==> config.mk <==
export PLATFORM = sky130hd
export DESIGN_NAME = multicycle_control_flat
export DESIGN_NICKNAME = d
export VERILOG_FILES = /design/src/rtl/multicycle_control_pkg.sv /design/src/rtl/multicycle_control_if.sv /design/src/rtl/multicycle_control_decode.sv /design/src/rtl/multicycle_control.sv /design/src/flat_wrapper.sv
export SDC_FILE = /design/constraint.sdc
export NUM_CORES = 1
export LEC_CHECK = 0
export ABC_AREA = 1
export CORE_MARGIN = 4
export CORE_UTILIZATION = 52
export DETAILED_ROUTE_END_ITERATION = 8
export GPL_ROUTABILITY_DRIVEN = 1
export HOLD_SLACK_MARGIN = 0.03
export PLACE_DENSITY = 0.92
export SYNTH_ARGS = -nofsm -noshare
export SYNTH_HDL_FRONTEND = slang
export SYNTH_SLANG_ARGS = --single-unit
export TNS_END_PERCENT = 50
==> constraint.sdc <==
create_clock -name clk -period 2.1 [get_ports clk]
set_input_delay 0.42 -clock clk [delete_from_list [all_inputs] [get_ports clk]]
set_output_delay 0.42 -clock clk [all_outputs]
set_load 0.01 [all_outputs]
==> src/rtl/multicycle_control_pkg.sv <==
// Shared definitions for the multicycle RISC control unit: opcode map, ALU codes,
// the latched control word and the FSM state encoding.
package risc_ctrl_pkg;

    localparam int OP_NOP  = 0;
    localparam int OP_ADD  = 1;
    localparam int OP_SUB  = 2;
    localparam int OP_AND  = 3;
    localparam int OP_OR   = 4;
    localparam int OP_SHL  = 5;
    localparam int OP_SHR  = 6;
    localparam int OP_ADDI = 7;
    localparam int OP_SUBI = 8;
    localparam int OP_LD   = 9;
    localparam int OP_ST   = 10;
    localparam int OP_LDI  = 11;
    localparam int OP_STI  = 12;
    localparam int OP_JMP  = 13;

    localparam logic [2:0] ALU_ADD = 3'b000;
    localparam logic [2:0] ALU_SUB = 3'b001;
    localparam logic [2:0] ALU_AND = 3'b010;
    localparam logic [2:0] ALU_OR  = 3'b011;
    localparam logic [2:0] ALU_SHL = 3'b100;
    localparam logic [2:0] ALU_SHR = 3'b101;

    typedef struct packed {
        logic       reg_write;
        logic       reg_dst;
        logic       alu_src;
        logic [2:0] alu_control;
        logic       branch;
        logic       mem_read;
        logic       mem_write;
        logic       mem_to_reg;
    } ctrl_word_t;

    typedef enum logic [2:0] {
        S_FETCH,
        S_DECODE,
        S_EXEC,
        S_MEM,
        S_WB
    } state_t;

endpackage

==> src/rtl/multicycle_control_if.sv <==
// Instruction/data memory handshake between the control unit (master) and memories (slave).
interface multicycle_control_if;
    logic instr_req;
    logic instr_valid;
    logic ir_write;
    logic mem_read;
    logic mem_write;
    logic mem_ready;

    modport master (
        output instr_req, ir_write, mem_read, mem_write,
        input  instr_valid, mem_ready
    );

    modport slave (
        input  instr_req, ir_write, mem_read, mem_write,
        output instr_valid, mem_ready
    );
endinterface

==> src/rtl/multicycle_control_decode.sv <==
// Combinational opcode decoder: produces the control word and flags undefined opcodes.
module ctrl_decode
    import risc_ctrl_pkg::*;
#(
    parameter int OPCODE_W = 4
) (
    input  logic [OPCODE_W-1:0] opcode,
    output ctrl_word_t          word,
    output logic                undefined
);

    logic [31:0] op_val;

    always_comb begin
        word      = '0;
        undefined = 1'b0;
        op_val    = 32'(opcode);
        case (op_val)
            OP_NOP: ;
            OP_ADD, OP_SUB, OP_AND, OP_OR: begin
                word.reg_write = 1'b1;
                word.reg_dst   = 1'b1;
                case (op_val)
                    OP_ADD:  word.alu_control = ALU_ADD;
                    OP_SUB:  word.alu_control = ALU_SUB;
                    OP_AND:  word.alu_control = ALU_AND;
                    default: word.alu_control = ALU_OR;
                endcase
            end
            OP_SHL, OP_SHR, OP_ADDI, OP_SUBI: begin
                word.reg_write = 1'b1;
                word.alu_src   = 1'b1;
                case (op_val)
                    OP_SHL:  word.alu_control = ALU_SHL;
                    OP_SHR:  word.alu_control = ALU_SHR;
                    OP_ADDI: word.alu_control = ALU_ADD;
                    default: word.alu_control = ALU_SUB;
                endcase
            end
            OP_LD, OP_LDI: begin
                word.reg_write   = 1'b1;
                word.alu_src     = 1'b1;
                word.alu_control = ALU_ADD;
                word.mem_read    = 1'b1;
                word.mem_to_reg  = 1'b1;
            end
            OP_ST, OP_STI: begin
                word.alu_src     = 1'b1;
                word.alu_control = ALU_ADD;
                word.mem_write   = 1'b1;
            end
            OP_JMP: word.branch = 1'b1;
            default: undefined = 1'b1;
        endcase
    end

endmodule

==> src/rtl/multicycle_control.sv <==
// Multicycle FETCH/DECODE/EXEC/MEM/WB control unit with retired-instruction counter.
// Optional macro ILLEGAL_TRAP_EN: undefined opcodes trap from DECODE instead of running as NOP.
module multicycle_control
    import risc_ctrl_pkg::*;
#(
    parameter int OPCODE_W = 4,
    parameter int ALUCTL_W = 3,
    parameter int CNT_W    = 16
) (
    input  logic                clk,
    input  logic                rst,
    input  logic [OPCODE_W-1:0] opcode,
    multicycle_control_if.master mem,
    output logic                pc_write,
    output logic                reg_write,
    output logic                reg_dst,
    output logic                alu_src,
    output logic                branch,
    output logic                mem_to_reg,
    output logic [ALUCTL_W-1:0] alu_control,
    output logic                busy,
    output logic                illegal_op,
    output logic [CNT_W-1:0]    retired
);

    state_t     state_q, state_d;
    ctrl_word_t ctrl_q;
    ctrl_word_t dec_word;
    logic       dec_undef;
    logic [2:0] alu_code;

    ctrl_decode #(.OPCODE_W(OPCODE_W)) u_decode (
        .opcode    (opcode),
        .word      (dec_word),
        .undefined (dec_undef)
    );

    always_ff @(posedge clk) begin
        if (rst) begin
            state_q <= S_FETCH;
            ctrl_q  <= '0;
            retired <= '0;
        end else begin
            state_q <= state_d;
            // undefined opcodes latch an all-zero word so a non-trapping build retires them as NOP
            if (state_q == S_DECODE) ctrl_q <= dec_undef ? '0 : dec_word;
            if (pc_write) retired <= retired + CNT_W'(1);
        end
    end

    always_comb begin
        state_d       = state_q;
        mem.instr_req = 1'b0;
        mem.ir_write  = 1'b0;
        mem.mem_read  = 1'b0;
        mem.mem_write = 1'b0;
        pc_write      = 1'b0;
        reg_write     = 1'b0;
        reg_dst       = 1'b0;
        alu_src       = 1'b0;
        branch        = 1'b0;
        mem_to_reg    = 1'b0;
        alu_code      = 3'b000;
        illegal_op    = 1'b0;
        busy          = (state_q != S_FETCH);
        case (state_q)
            S_FETCH: begin
                mem.instr_req = 1'b1;
                mem.ir_write  = mem.instr_valid;
                if (mem.instr_valid) state_d = S_DECODE;
            end
            S_DECODE: begin
                state_d = S_EXEC;
`ifdef ILLEGAL_TRAP_EN
                if (dec_undef) begin
                    illegal_op = 1'b1;
                    pc_write   = 1'b1;
                    state_d    = S_FETCH;
                end
`endif
            end
            S_EXEC: begin
                alu_src    = ctrl_q.alu_src;
                alu_code   = ctrl_q.alu_control;
                reg_dst    = ctrl_q.reg_dst;
                mem_to_reg = ctrl_q.mem_to_reg;
                if (ctrl_q.branch) begin
                    branch   = 1'b1;
                    pc_write = 1'b1;
                    state_d  = S_FETCH;
                end else if (ctrl_q.mem_read || ctrl_q.mem_write) begin
                    state_d = S_MEM;
                end else if (ctrl_q.reg_write) begin
                    state_d = S_WB;
                end else begin
                    pc_write = 1'b1;
                    state_d  = S_FETCH;
                end
            end
            S_MEM: begin
                alu_src       = ctrl_q.alu_src;
                alu_code      = ctrl_q.alu_control;
                reg_dst       = ctrl_q.reg_dst;
                mem_to_reg    = ctrl_q.mem_to_reg;
                mem.mem_read  = ctrl_q.mem_read;
                mem.mem_write = ctrl_q.mem_write;
                if (mem.mem_ready) begin
                    if (ctrl_q.mem_read) begin
                        state_d = S_WB;
                    end else begin
                        pc_write = 1'b1;
                        state_d  = S_FETCH;
                    end
                end
            end
            S_WB: begin
                reg_write  = 1'b1;
                pc_write   = 1'b1;
                reg_dst    = ctrl_q.reg_dst;
                mem_to_reg = ctrl_q.mem_to_reg;
                alu_code   = ctrl_q.alu_control;
                state_d    = S_FETCH;
            end
            default: state_d = S_FETCH;
        endcase
        alu_control = ALUCTL_W'(alu_code);
    end

endmodule
==> src/flat_wrapper.sv <==
// flat-port wrapper written by rule: the top's interface ports become plain ports
module multicycle_control_flat import risc_ctrl_pkg::*;
#(
    parameter int OPCODE_W = 4,
    parameter int ALUCTL_W = 3,
    parameter int CNT_W    = 16
)
  (clk, rst, opcode, pc_write, reg_write, reg_dst, alu_src, branch, mem_to_reg, alu_control, busy, illegal_op, retired, mem_instr_req, mem_ir_write, mem_mem_read, mem_mem_write, mem_instr_valid, mem_mem_ready);
  multicycle_control_if mem_i ();
  input  logic clk;
  input  logic rst;
  input  logic [OPCODE_W-1:0] opcode;
  output logic pc_write;
  output logic reg_write;
  output logic reg_dst;
  output logic alu_src;
  output logic branch;
  output logic mem_to_reg;
  output logic [ALUCTL_W-1:0] alu_control;
  output logic busy;
  output logic illegal_op;
  output logic [CNT_W-1:0] retired;
  output wire logic [$bits(mem_i.instr_req)-1:0] mem_instr_req;
  output wire logic [$bits(mem_i.ir_write)-1:0] mem_ir_write;
  output wire logic [$bits(mem_i.mem_read)-1:0] mem_mem_read;
  output wire logic [$bits(mem_i.mem_write)-1:0] mem_mem_write;
  input wire logic [$bits(mem_i.instr_valid)-1:0] mem_instr_valid;
  input wire logic [$bits(mem_i.mem_ready)-1:0] mem_mem_ready;
  assign mem_instr_req = mem_i.instr_req;
  assign mem_ir_write = mem_i.ir_write;
  assign mem_mem_read = mem_i.mem_read;
  assign mem_mem_write = mem_i.mem_write;
  assign mem_i.instr_valid = mem_instr_valid;
  assign mem_i.mem_ready = mem_mem_ready;
  multicycle_control #(.OPCODE_W(OPCODE_W), .ALUCTL_W(ALUCTL_W), .CNT_W(CNT_W)) u_core (.clk(clk), .rst(rst), .opcode(opcode), .mem(mem_i), .pc_write(pc_write), .reg_write(reg_write), .reg_dst(reg_dst), .alu_src(alu_src), .branch(branch), .mem_to_reg(mem_to_reg), .alu_control(alu_control), .busy(busy), .illegal_op(illegal_op), .retired(retired));
endmodule
Word level (Yosys, flattened, before mapping)

Cells that the tools add are included.

Register bits after elaboration: 29
Bits in latches: 0
Bits in writable memories: 0
ROM bits: 0
Input bits: 8
Output and inout bits: 31
Word-level logic and storage cells: 78
Memories: 0

Add/subtract/negate cells: 1
Multipliers: 0
Divide/modulo/power cells: 0
$lt $le $gt $ge: 0
Equal/unequal tests: 19
Shift-type cells: 0
Muxes and demuxes: 34
Bitwise operators: 0
Reduce and logical (&&, ||, !) cells: 14

Operators with widths:

| operator              | count |
|---|---|
| $eq 4x4->1 const B    | 6 |
| $mux 1                | 21 |
| $mux 3                | 7 |
| $add 16x1->16 const B | 1 |
| $eq 4x3->1 const B    | 4 |
| $reduce_or 14->1      | 1 |
| $pmux 3 s4            | 1 |
| $mux 10               | 1 |
| $reduce_or 10->1      | 1 |
| $pmux 3 s3            | 1 |
| $eq 4x2->1 const B    | 2 |
| $reduce_or 4->1       | 2 |
| $reduce_or 8->1       | 1 |
| $eq 3x2->1 const B    | 2 |
| $pmux 2 s3            | 1 |
| $pmux 3 s2            | 1 |
| $reduce_or 2->1       | 3 |
| $eq 4x1->1 const B    | 1 |
| $logic_not 4->1       | 1 |
| $ne 2x2->1 const B    | 2 |
| $eq 3x1->1 const B    | 1 |
| $eq 3x3->1 const B    | 1 |
| $logic_not 3->1       | 1 |
| $pmux 1 s3            | 1 |
| 4 further kinds       | 4 |

Logic depth before layout (Yosys ltp)

Word-level depth: 4
Gate-level depth with buffers: 9
Gate-level depth less buffers: 9

Hierarchy

From an unflattened synthesis, not the netlist that was laid out.

Cells, all modules: 285
Area total of the unflattened synthesis: 1786.7 µm²

Modules (own cells, without submodules):

| module             | times used | cells each | area each (µm²) | seq. area each (µm²) |
|---|---|---|---|---|
| multicycle_control | 1          | 247        | 1636.6          | 580.6 |
| ctrl_decode        | 1          | 38         | 150.1           | 0.0 |

Worst setup path before layout

Ideal clock, no wire load.

Path kind: flip-flop to output port
From: register u_core.state_q[1]
To: output pc_write
Arrival time: 1.052 ns
Data required time: 1.680 ns
Slack: 0.628 ns
Cell stages (with the launch flop): 8
Buffers on the path: 2
Cells stage by stage: dfxtp_1 > inv_1 > nand2_1 > nor2_2 > nor2_4 > nand2_2 > buf_6 > buf_8

Word-level cells in the longest chain between the ends: 2
Elaborated cells on any way between the ends: 4
Those cells by class: eq/ne (3); mux (1)

RTL lines:

| element                                         | line                     | text |
|---|---|---|
| start: declaration                              | multicycle_control.sv:26 | `state_t state_q, state_d;` |
| start signal: assignment                        | multicycle_control.sv:44 | `state_q <= state_d;` |
| $eq 3x3->1 / $eq 3x2->1 (equally long branches) | multicycle_control.sv:66 | `case (state_q)` |
| $pmux 1 s3 *                                    | multicycle_control.sv:66 |  |
| end: declaration                                | flat_wrapper.sv:13       | `output logic pc_write;` |

Every way passes the cells marked *; elsewhere a longest branch is shown, timed or not.

Worst setup path in the final report

From: register u_core.state_q[1]
To: output alu_control[1]

Word-level cells in the longest chain between the ends: 3
Elaborated cells on any way between the ends: 5
Those cells by class: eq/ne (3); mux (1); reduce/logical (1)

RTL lines:

| element                                         | line                     | text |
|---|---|---|
| $eq 3x3->1 / $eq 3x2->1 (equally long branches) | multicycle_control.sv:66 |  |
| $reduce_or 3->1 (no line) *                     | n/a                      |  |
| $mux 3 *                                        | multicycle_control.sv:66 |  |
| end: declaration                                | flat_wrapper.sv:19       | `output logic [ALUCTL_W-1:0] alu_control;` |

Marked as above.

==> flow_summary.yaml <==
timing:
  finalHoldViolations: 0
  setup_viol_count_final: 0
  period_needed_ns: 2.05
  clock_skew_ns: 0.00890
  setup_ws_ns: 0.0457
  rsz0062_at_grt: "true"
  post-route-period-util_pct: 97.8
  fmax_ghz: 0.487
  drv_slew: 0
final_layout:
  fillCellCount: 239
  final_cell_mix: "60 x nand2_1, 39 x nor2_1, 32 x inv_1"
  syn_to_final_growth_pct: 31.1
  layout_commonest_cell: "nand2_1"
  nNetsFinal: 306
  fin_cells: 327
  drive_above_1_share_pct: 13.5
  n_antenna_cell: 0
die:
  core-area_sq_um: 2830
  die-area_sq_um: 3990
  num_rows: 19
  die_h_um: 63.2
  die_w_um: 63.2
  start_util_pct: 55.9
  io_pins: 39
routing:
  drcViolationCount: 0
  drtIter0Drc: 108
  postRouteAntennaNets: 0
  vias_per_cell: 5.13
  dr.pass1.iters: 5
  drt_wl_total_um: 3790
  wire_per_inst_um: 11.6
  vias: 1679
critical_path:
  cp.arrival_ns: 1.63
  path_max_fanout: 5
  path_cells: "inv_2 > nor3_2 > inv_1 > nand3b_1 > nand2_1 > inv_1 > clkdlybuf4s15_1"
  endpoint_kind: "output port"
  crit_path_frequent_cell: "inv_1"
  start_kind: "flop"
  critical_path_class: "flop to output port"
  cpPeakStageDelay_ns: 0.37
  slowest_stage: "dfxtp_2"
  required_ns: 1.68
hold_path:
  worstHoldPathType: "flop to flop"
placement:
  io_buffers: 37
  pre_cts_ws_ns: -0.115
  routabilityCongestion: 0.891
  place_inst: 318
  dpl.hpwl_um: 2800
power:
  power.static_leakage_nw: 0.937
  vdd_drop_max_v: 0.000317
  power_density_nw_per_um2: 583
logic_synthesis:
  yosysTopAreaCell: "dfxtp_1"
  ys_seq_area_share_pct: 35.4
  ys_seq_elements: 28
  synth_nets: 259
  synth_area_per_cell_sq_um: 6.33
  syn_area_sq_um: 1580
  synthTopCellsByArea: "dfxtp_1 35%, nand2_1 14%, nor2_1 9.5%"
  yosysTopAreaCellShare_pct: 35.4
  yosys_warnings: 0
  synth.distinct_cells: 29
  synthCells: 250
global_route:
  grt_pass1_wl_um: 6560
  grt_pass1_vias: 1545
  overflow: 0
  grt_use_total_pct: 20.1
  grt_max_degree: 29
  grt_antenna_before_repair: 0
clock_network:
  h-tree-depth: 1
  clkTransAtPathRegs_ns: 0.15
  cts_tree: "built"
  clock_sinks: 28
  hold_buffers: 0
  clock_latency_ns: 0.34
  numCtsBuffers: 3
  cts_buffer_depth: 2
  cts_root_buf: "clkbuf_4"
outcome:
  status: "complete, no violations"
job:
  drv_cap: 0
state kept, by name, indices dropped and copies added, names as in the netlist:
name / count
u_core.ctrl_q: 9
u_core.retired: 16
u_core.state_q: 3
kinds of logic after synthesis:
logic type,Yosys count,share of synthesized area [%]
and+or+nand+nor,143,39.3
buffers and inverters,41,11.2
AOI/OAI and AO/OA,34,11.9
DFF,28,35.4
xor gates and xnor gates,2,1.11
adders and majority gates,1,0.790
other,1,0.237
metrics by stage:
stage	util [%]	TNS (ns)	power (mW)	hold WS, ns	area, sq um
floorplan	-	0	0.747	0.445	1580
global placement	70.5	-0.0706	0.832	0.454	1990
detailed placement	70.5	-0.115	0.839	0.460	1990
CTS	73.0	-0.0545	1.21	0.483	2060
global route	73.3	-0.280	1.28	0.501	2070
finish	73.3	0	1.21	0.482	2070
per-layer routing:
metal / routed length (um) / GRT usage [%]
met1: 1680 / 24.5
met2: 1800 / 33.5
met3: 216 / 3.55
met4: 95 / 10.8
met5: 0 / 0
area by class of cell:
class / count / area [sq um] / share of cell area, %
sequential: 28 / 567 / 27.3
timing repair buffer: 49 / 432 / 20.8
clock buffer: 3 / 22.5 / 1.09
tap: 31 / 38.8 / 1.87
clock inverter: 1 / 30.0 / 1.45
inverter: 34 / 128 / 6.15
multi-input combinational: 181 / 857 / 41.3
what timing repair did:
| action | 4_1_cts | 5_1_grt |
|---|---|---|
| pin swaps | 0 | 2 |
| setup buffers | 3 | 2 |
| resized for setup | 14 | 20 |
| endpoints found under the setup margin | 11 | 9 |
cell usage after synthesis (all sizes together):
library cell,n
nor3,6
or2,1
nand3b,2
nor2,43
o21ai,8
conb,1
ha,1
nand3,28
nand4,1
xor2,2
o31ai,1
a211oi,1
a21boi,1
a21oi,23
clkbuf,3
dfxtp,28
nand2,62
inv,34
buf,4
critical path, delay by kind of cell (launching register included):
family	cells	cell delay [ns]
flops	1	0.37
simple gates	3	0.49
buf+inv	4	0.43
power by group:
group | switching [mW] | internal (mW) | total (mW)
sequential | 0.0205 | 0.556 | 0.577
combinational | 0.156 | 0.113 | 0.269
clock | 0.171 | 0.193 | 0.364
path summary, 6_finish.rpt:
kind	to	slack, ns	depth (start not counted)	startpoint
worst max-delay path	alu_control[1]	0.05	7	u_core.state_q[1]$_SDFFE_PP0P_
worst min-delay path	u_core.ctrl_q[5]$_SDFFE_PP0N_	0.48	2	u_core.ctrl_q[5]$_SDFFE_PP0N_
worst max register to register	u_core.retired[0]$_SDFFE_PP0P_	0.41	10	u_core.state_q[1]$_SDFFE_PP0P_
worst min register to register	u_core.ctrl_q[5]$_SDFFE_PP0N_	0.48	2	u_core.ctrl_q[5]$_SDFFE_PP0N_
Note: power is estimated with default switching activity, not from simulation.
